===== src/rtl/csla_acc_stage.sv =====
// csla_acc_stage: burst accumulator built around a 32-bit carry-select adder.
// Operands stream in over a valid/ready handshake. Each burst, ended by in_last,
// is summed into one result that is held until the consumer takes it.
// Optional build macro CSLA_ACC_SATURATE_EN: the accumulator clamps to all-ones
// on carry-out instead of wrapping.

// Carry-select adder: BLK-bit blocks precompute both carry-in cases and a mux
// chain picks the right one, so only one block ripple sits on the carry path.
module csla32 #(
    parameter int BLK = 4
) (
    input  logic [31:0] a,
    input  logic [31:0] b,
    input  logic        cin,
    output logic [31:0] sum,
    output logic        cout
);
    localparam int NB = 32 / BLK;

    logic [NB:0] carry;

    assign carry[0] = cin;

    for (genvar g = 0; g < NB; g++) begin : g_blk
        logic [BLK:0] s0, s1;
        // Both carry-in hypotheses for this block, computed in parallel
        always_comb begin
            s0 = {1'b0, a[g*BLK +: BLK]} + {1'b0, b[g*BLK +: BLK]};
            s1 = {1'b0, a[g*BLK +: BLK]} + {1'b0, b[g*BLK +: BLK]} + {{BLK{1'b0}}, 1'b1};
        end
        assign sum[g*BLK +: BLK] = carry[g] ? s1[BLK-1:0] : s0[BLK-1:0];
        assign carry[g+1]        = carry[g] ? s1[BLK]     : s0[BLK];
    end

    assign cout = carry[NB];
endmodule

module csla_acc_stage #(
    parameter int CNT_W = 8
) (
    input  logic             clk,
    input  logic             rst_n,
    input  logic             in_valid,
    output logic             in_ready,
    input  logic [31:0]      in_data,
    input  logic             in_last,
    output logic             out_valid,
    input  logic             out_ready,
    output logic [31:0]      out_sum,
    output logic             out_ovf,
    output logic [CNT_W-1:0] out_count
);
    typedef enum logic {ST_ACC, ST_HOLD} state_t;

    state_t           state_q, state_d;
    logic [31:0]      acc_q, acc_d;
    logic             ovf_q, ovf_d;
    logic [CNT_W-1:0] cnt_q, cnt_d;

    logic [31:0] add_sum;
    logic        add_cout;
    logic        accept;

    // The only adder on the datapath: accumulator plus incoming operand
    csla32 u_add (
        .a    (acc_q),
        .b    (in_data),
        .cin  (1'b0),
        .sum  (add_sum),
        .cout (add_cout)
    );

    // Next-state and handshake decode; ACC accepts operands, HOLD presents the result
    always_comb begin
        state_d   = state_q;
        acc_d     = acc_q;
        ovf_d     = ovf_q;
        cnt_d     = cnt_q;
        in_ready  = (state_q == ST_ACC);
        out_valid = (state_q == ST_HOLD);
        accept    = in_valid && in_ready;
        case (state_q)
            ST_ACC: begin
                if (accept) begin
`ifdef CSLA_ACC_SATURATE_EN
                    // Once saturated, any nonzero add carries out again, so it sticks
                    acc_d = add_cout ? 32'hFFFF_FFFF : add_sum;
`else
                    acc_d = add_sum;
`endif
                    ovf_d = ovf_q | add_cout;
                    cnt_d = (&cnt_q) ? cnt_q : cnt_q + 1'b1;
                    if (in_last) state_d = ST_HOLD;
                end
            end
            ST_HOLD: begin
                if (out_ready) begin
                    acc_d   = '0;
                    ovf_d   = 1'b0;
                    cnt_d   = '0;
                    state_d = ST_ACC;
                end
            end
            default: state_d = ST_ACC;
        endcase
    end

    // State and datapath registers; reset drops any partial or pending result
    always_ff @(posedge clk or negedge rst_n) begin
        if (!rst_n) begin
            state_q <= ST_ACC;
            acc_q   <= '0;
            ovf_q   <= 1'b0;
            cnt_q   <= '0;
        end else begin
            state_q <= state_d;
            acc_q   <= acc_d;
            ovf_q   <= ovf_d;
            cnt_q   <= cnt_d;
        end
    end

    assign out_sum   = acc_q;
    assign out_ovf   = ovf_q;
    assign out_count = cnt_q;
endmodule


===== config.mk =====
export PLATFORM = sky130hd
export DESIGN_NAME = csla_acc_stage
export DESIGN_NICKNAME = d
export VERILOG_FILES = /design/src/rtl/csla_acc_stage.sv
export SDC_FILE = /design/constraint.sdc
export NUM_CORES = 1
export LEC_CHECK = 0
export CORE_UTILIZATION = 47
export CTS_CLUSTER_DIAMETER = 150
export CTS_CLUSTER_SIZE = 12
export DETAILED_ROUTE_END_ITERATION = 8
export GPL_ROUTABILITY_DRIVEN = 0
export PLACE_DENSITY = 0.88
export SLEW_MARGIN = 20
export SYNTH_ARGS = -nofsm -noshare
export SYNTH_HDL_FRONTEND = slang
export SYNTH_HIERARCHICAL = 1
export SYNTH_SLANG_ARGS = --single-unit

===== constraint.sdc =====
create_clock -name clk -period 3.8 [get_ports clk]
set_input_delay 0.76 -clock clk [delete_from_list [all_inputs] [get_ports clk]]
set_output_delay 0.76 -clock clk [all_outputs]
set_load 0.005 [all_outputs]

==> out/summary.log <==
[run_status] run status finished, violations left
[run_status] failing checks setup timing
[global_route] remaining global-route overflow 0
[final_layout] final cell count without fillers 557
[yosys] area leader, netlist dfrtp_1
[die] area of the core region 7330 um^2
[power_and_ir_drop] Power Internal 0.00236 W
[yosys] Avg Synthesized Cell Area 10.7 um^2
[global_route] Total GRT Usage 0.222
[yosys] number of synthesis warnings 6
[final_layout] number of diodes added for antenna fixing 0
[worst_setup_path] Worst R2R Start out_sum[4]
[timing] Peak Freq 247 MHz
[die] I/O pin count 80
[yosys] cell count after synthesis 336
[worst_setup_path] Critical Path Source Type primary input
[global_route] number of global-route vias before repair 3,139
[final_layout] post-layout util 0.683
[timing] setup repair after global routing missed its margin true
[worst_setup_path] CP Data Arrival Time 4.25 ns
[die] Die Footprint 8000 um^2
[yosys] leading register cell type out of synthesis dfrtp_1
[worst_setup_path] capturing element type of the critical path flip-flop
[die] initial cell density of the core 0.490
[power_and_ir_drop] switching power share of the total 0.396
[clocking] Clock Root Buffer clkbuf_8
[global_route] maximum number of pins on one net before global-route repair 43
[yosys] Synth area leaders dfrtp_1 (29%), ha_1 (14%), a22o_1 (8.0%)
[power_and_ir_drop] power share of the sequential group 0.217
[timing] Clock Skews 0.00202 ns
[final_layout] total of fill cells in the finished design 557
[power_and_ir_drop] Peak supply drop 0.405 mV
[clocking] TritonCTS clock tree done
[clocking] Num Clock Sinks 42
[timing] final period utilization 1.07
[clocking] depth of the CTS H-tree 2
[timing] worst rel slew slack 0.353
[drt] Via Count 3,148
[drt] routed length per instance 15.7 um
[worst_setup_path] setup slack on the worst flop-to-flop path -0.13 ns
[power_and_ir_drop] switching power 0.00155 W
[clocking] clk slew on worst S/H paths 0.08 ns
[min_path] Hold Path End out_sum[20]
[drt] vias per cell 5.65
[timing] Min Clock Period, post-route 4.05 ns
[timing] setup_tns -1.83 ns
[worst_setup_path] maximum fanout along the worst path 4
[place] number of I/O port buffers 79
[yosys] post-synthesis async set-or-reset flop share 1.00
[clocking] Bufs on Longest Clock Path 2
[drt] Final ANT Viol Nets 0
[yosys] Post-Synthesis Cell Area 3590 um^2
[timing] worst-case setup margin in the final layout -0.253 ns
[place] detailed placement HPWL 6470 um
[die] Die Width 89.5 um
[final_layout] total number of nets in the final design 543
[power_and_ir_drop] leakage power of the design 2.29 nW
[drt] overall routed net length 8720 um
[yosys] total of flip-flops plus latches after synthesis 42
[drt] DRC violations left 0
[power_and_ir_drop] power density cells 781 nW/um^2
[drt] 1st-pass router iterations 4
[timing] number of endpoints with negative hold slack in the final report 0
[worst_setup_path] Worst R2R End out_sum[29]
[yosys] post-synthesis cell type count 57
[yosys] number of enable flip-flop cells after synthesis 0
[final_layout] Area Growth Syn to Fin 39.3%
[worst_setup_path] Worst Path Required 3.99 ns
[clocking] number of buffers inserted for hold repair after clock tree synthesis 0
[timing] # setup viols final 9
[min_path] Hold Startpoint out_sum[20]
[clocking] Inserted Clock Buffers 5
[power_and_ir_drop] share of power burned in combinational logic 0.705
[drt] DRC violation total after the first TritonRoute iteration 114
[global_route] initial antenna violation count 0
[place] Inst Count DP 546
[clocking] Skew-Pair Late Insertion Delay 0.30 ns
[worst_setup_path] worst setup path category in2reg
[job] maximum capacitance violations 0
[place] setup slack at placement -1.03 ns
[yosys] area fraction of the dominant cell type after synthesis 0.292
[min_path] type of the worst min-delay path reg2reg
[global_route] global-route wire length before repair 13,900 um
[min_path] Min-Delay Path Depth 1
[timing] Worst Max-Slew Pin Slew 0.970 ns
[power_and_ir_drop] portion of total power attributed to the clock network 0.078
[yosys] portion of the post-synthesis area used by sequential elements 0.292
[yosys] total nets after synthesis 422
[final_layout] share of cells above drive strength 1 0.225
[die] Row Count 31
[die] Die Y-Extent 89.5 um
[worst_setup_path] depth of the worst register-to-register path 15
[timing] number of pins exceeding their max-slew limit in the final report 0
## flip-flops by register name, indices dropped and copies added (netlist names)
signal     cells
out_valid      1
out_count      8
out_sum       32
out_ovf        1
## kinds of logic (layout without fill, tap and decap cells)
logic type	after synthesis	after routing	synth area share
buffers and inverters	14	136	0.0226
AO/OA/AOI/OAI	94	94	0.203
XOR/XNOR	45	45	0.114
adder cells (fa/ha/maj)	49	49	0.187
AND/OR/NAND/NOR	73	73	0.118
multiplexers	18	18	0.0623
flip-flops	42	42	0.292
other	1	1	0.00104
## layout by cell type, fill, tap and decap left out, drive strengths merged, types with 8 or more instances in the layout
| cell type | count |
|---|---|
| nand4 | 11 |
| mux2i | 9 |
| nor2 | 8 |
| fa | 8 |
| a21oi | 22 |
| xor2 | 20 |
| a22o | 33 |
| ha | 41 |
| dfrtp | 42 |
| clkdlybuf4s50 | 75 |
| a21o | 19 |
| buf | 46 |
| xnor2 | 25 |
| nand2 | 15 |
| mux2 | 9 |
## worst max path at each step
| stage | startpoint | end |
|---|---|---|
| 2_1_floorplan | in_data[4] | out_sum[29] |
| 3_3_place_gp | in_data[4] | out_sum[29] |
| 3_5_place_dp | in_data[4] | out_sum[30] |
| 4_1_cts | in_data[4] | out_sum[30] |
| 5_1_grt | in_data[4] | out_sum[30] |
| 6_report | in_data[4] | out_sum[29] |
## timing repair
item	4_1_cts	5_1_grt
buffers inserted	2	1
pin swaps	11	11
gates resized for setup	15	13
setup endpoints to repair	13	11
## power by group through the flow
stage | sequential [W] | combinational, W | clock, W
after floorplan | 0.000819 | 0.00160 | 0
after global placement | 0.000841 | 0.00249 | 0
after detailed placement | 0.000845 | 0.00260 | 0
after CTS | 0.000842 | 0.00265 | 0.000318
after global routing | 0.000876 | 0.00302 | 0.000330
final | 0.000847 | 0.00276 | 0.000306
## synthesized netlist by cell type, types with 2 or more instances
library cell	count
a211o_1	2
a21o_1	16
a21o_2	3
a21oi_1	21
a22o_1	33
a31o_1	2
and2_2	3
and3_2	3
buf_2	6
dfrtp_1	42
fa_1	8
ha_1	41
inv_1	5
mux2_2	7
mux2_4	2
mux2i_1	7
mux2i_4	2
nand2_1	15
nand3_1	7
nand3b_1	2
nand4_1	11
nand4b_1	5
nor2_1	8
nor2b_1	3
nor3_1	6
nor4_1	2
o21ai_0	2
or2_2	2
xnor2_1	24
xor2_1	19
## metal layers
metal	GRT usage	wire (um)
met5	0	0
met4	0.0664	91
met3	0.0369	308
met2	0.402	4470
met1	0.270	3850
## worst max-delay path, cell delays in order
cell and delay [ns]:
buf_6 0.10, ha_4 0.15, fa_2 0.57, ha_4 0.15, nand4b_1 0.09, o211ai_1 0.23
nand4_1 0.17, and3_4 0.23, mux2i_1 0.13, a21oi_2 0.15, and4_4 0.24, mux2_4 0.33
mux2i_4 0.22, xnor2_2 0.21, mux2_4 0.32, a22o_1 0.20
## stage by stage
| step | hold WS (ns) | power (W) | instance area, um^2 |
|---|---|---|---|
| after CTS | 0.545 | 0.00381 | 4910 |
| after detailed placement | 0.518 | 0.00344 | 4770 |
| after global placement | 0.517 | 0.00333 | 4770 |
| final | 0.539 | 0.00391 | 5010 |
| after floorplan | 0.464 | 0.00242 | 3610 |
| after global routing | 0.564 | 0.00422 | 5010 |
## area by class of cell
cell class                      instances  area, um^2  share of cell area
Sequential cell                        42        1050               0.210
Timing Repair Buffer                  123        1120               0.224
Tap cell                               99         124              0.0247
Clock inverter                          1        5.00             0.00100
Clock buffer                            7        86.3              0.0172
Multi-Input combinational cell        280        2600               0.519
Inverter                                5        18.8             0.00375
Note: power is estimated with default switching activity, not from simulation.
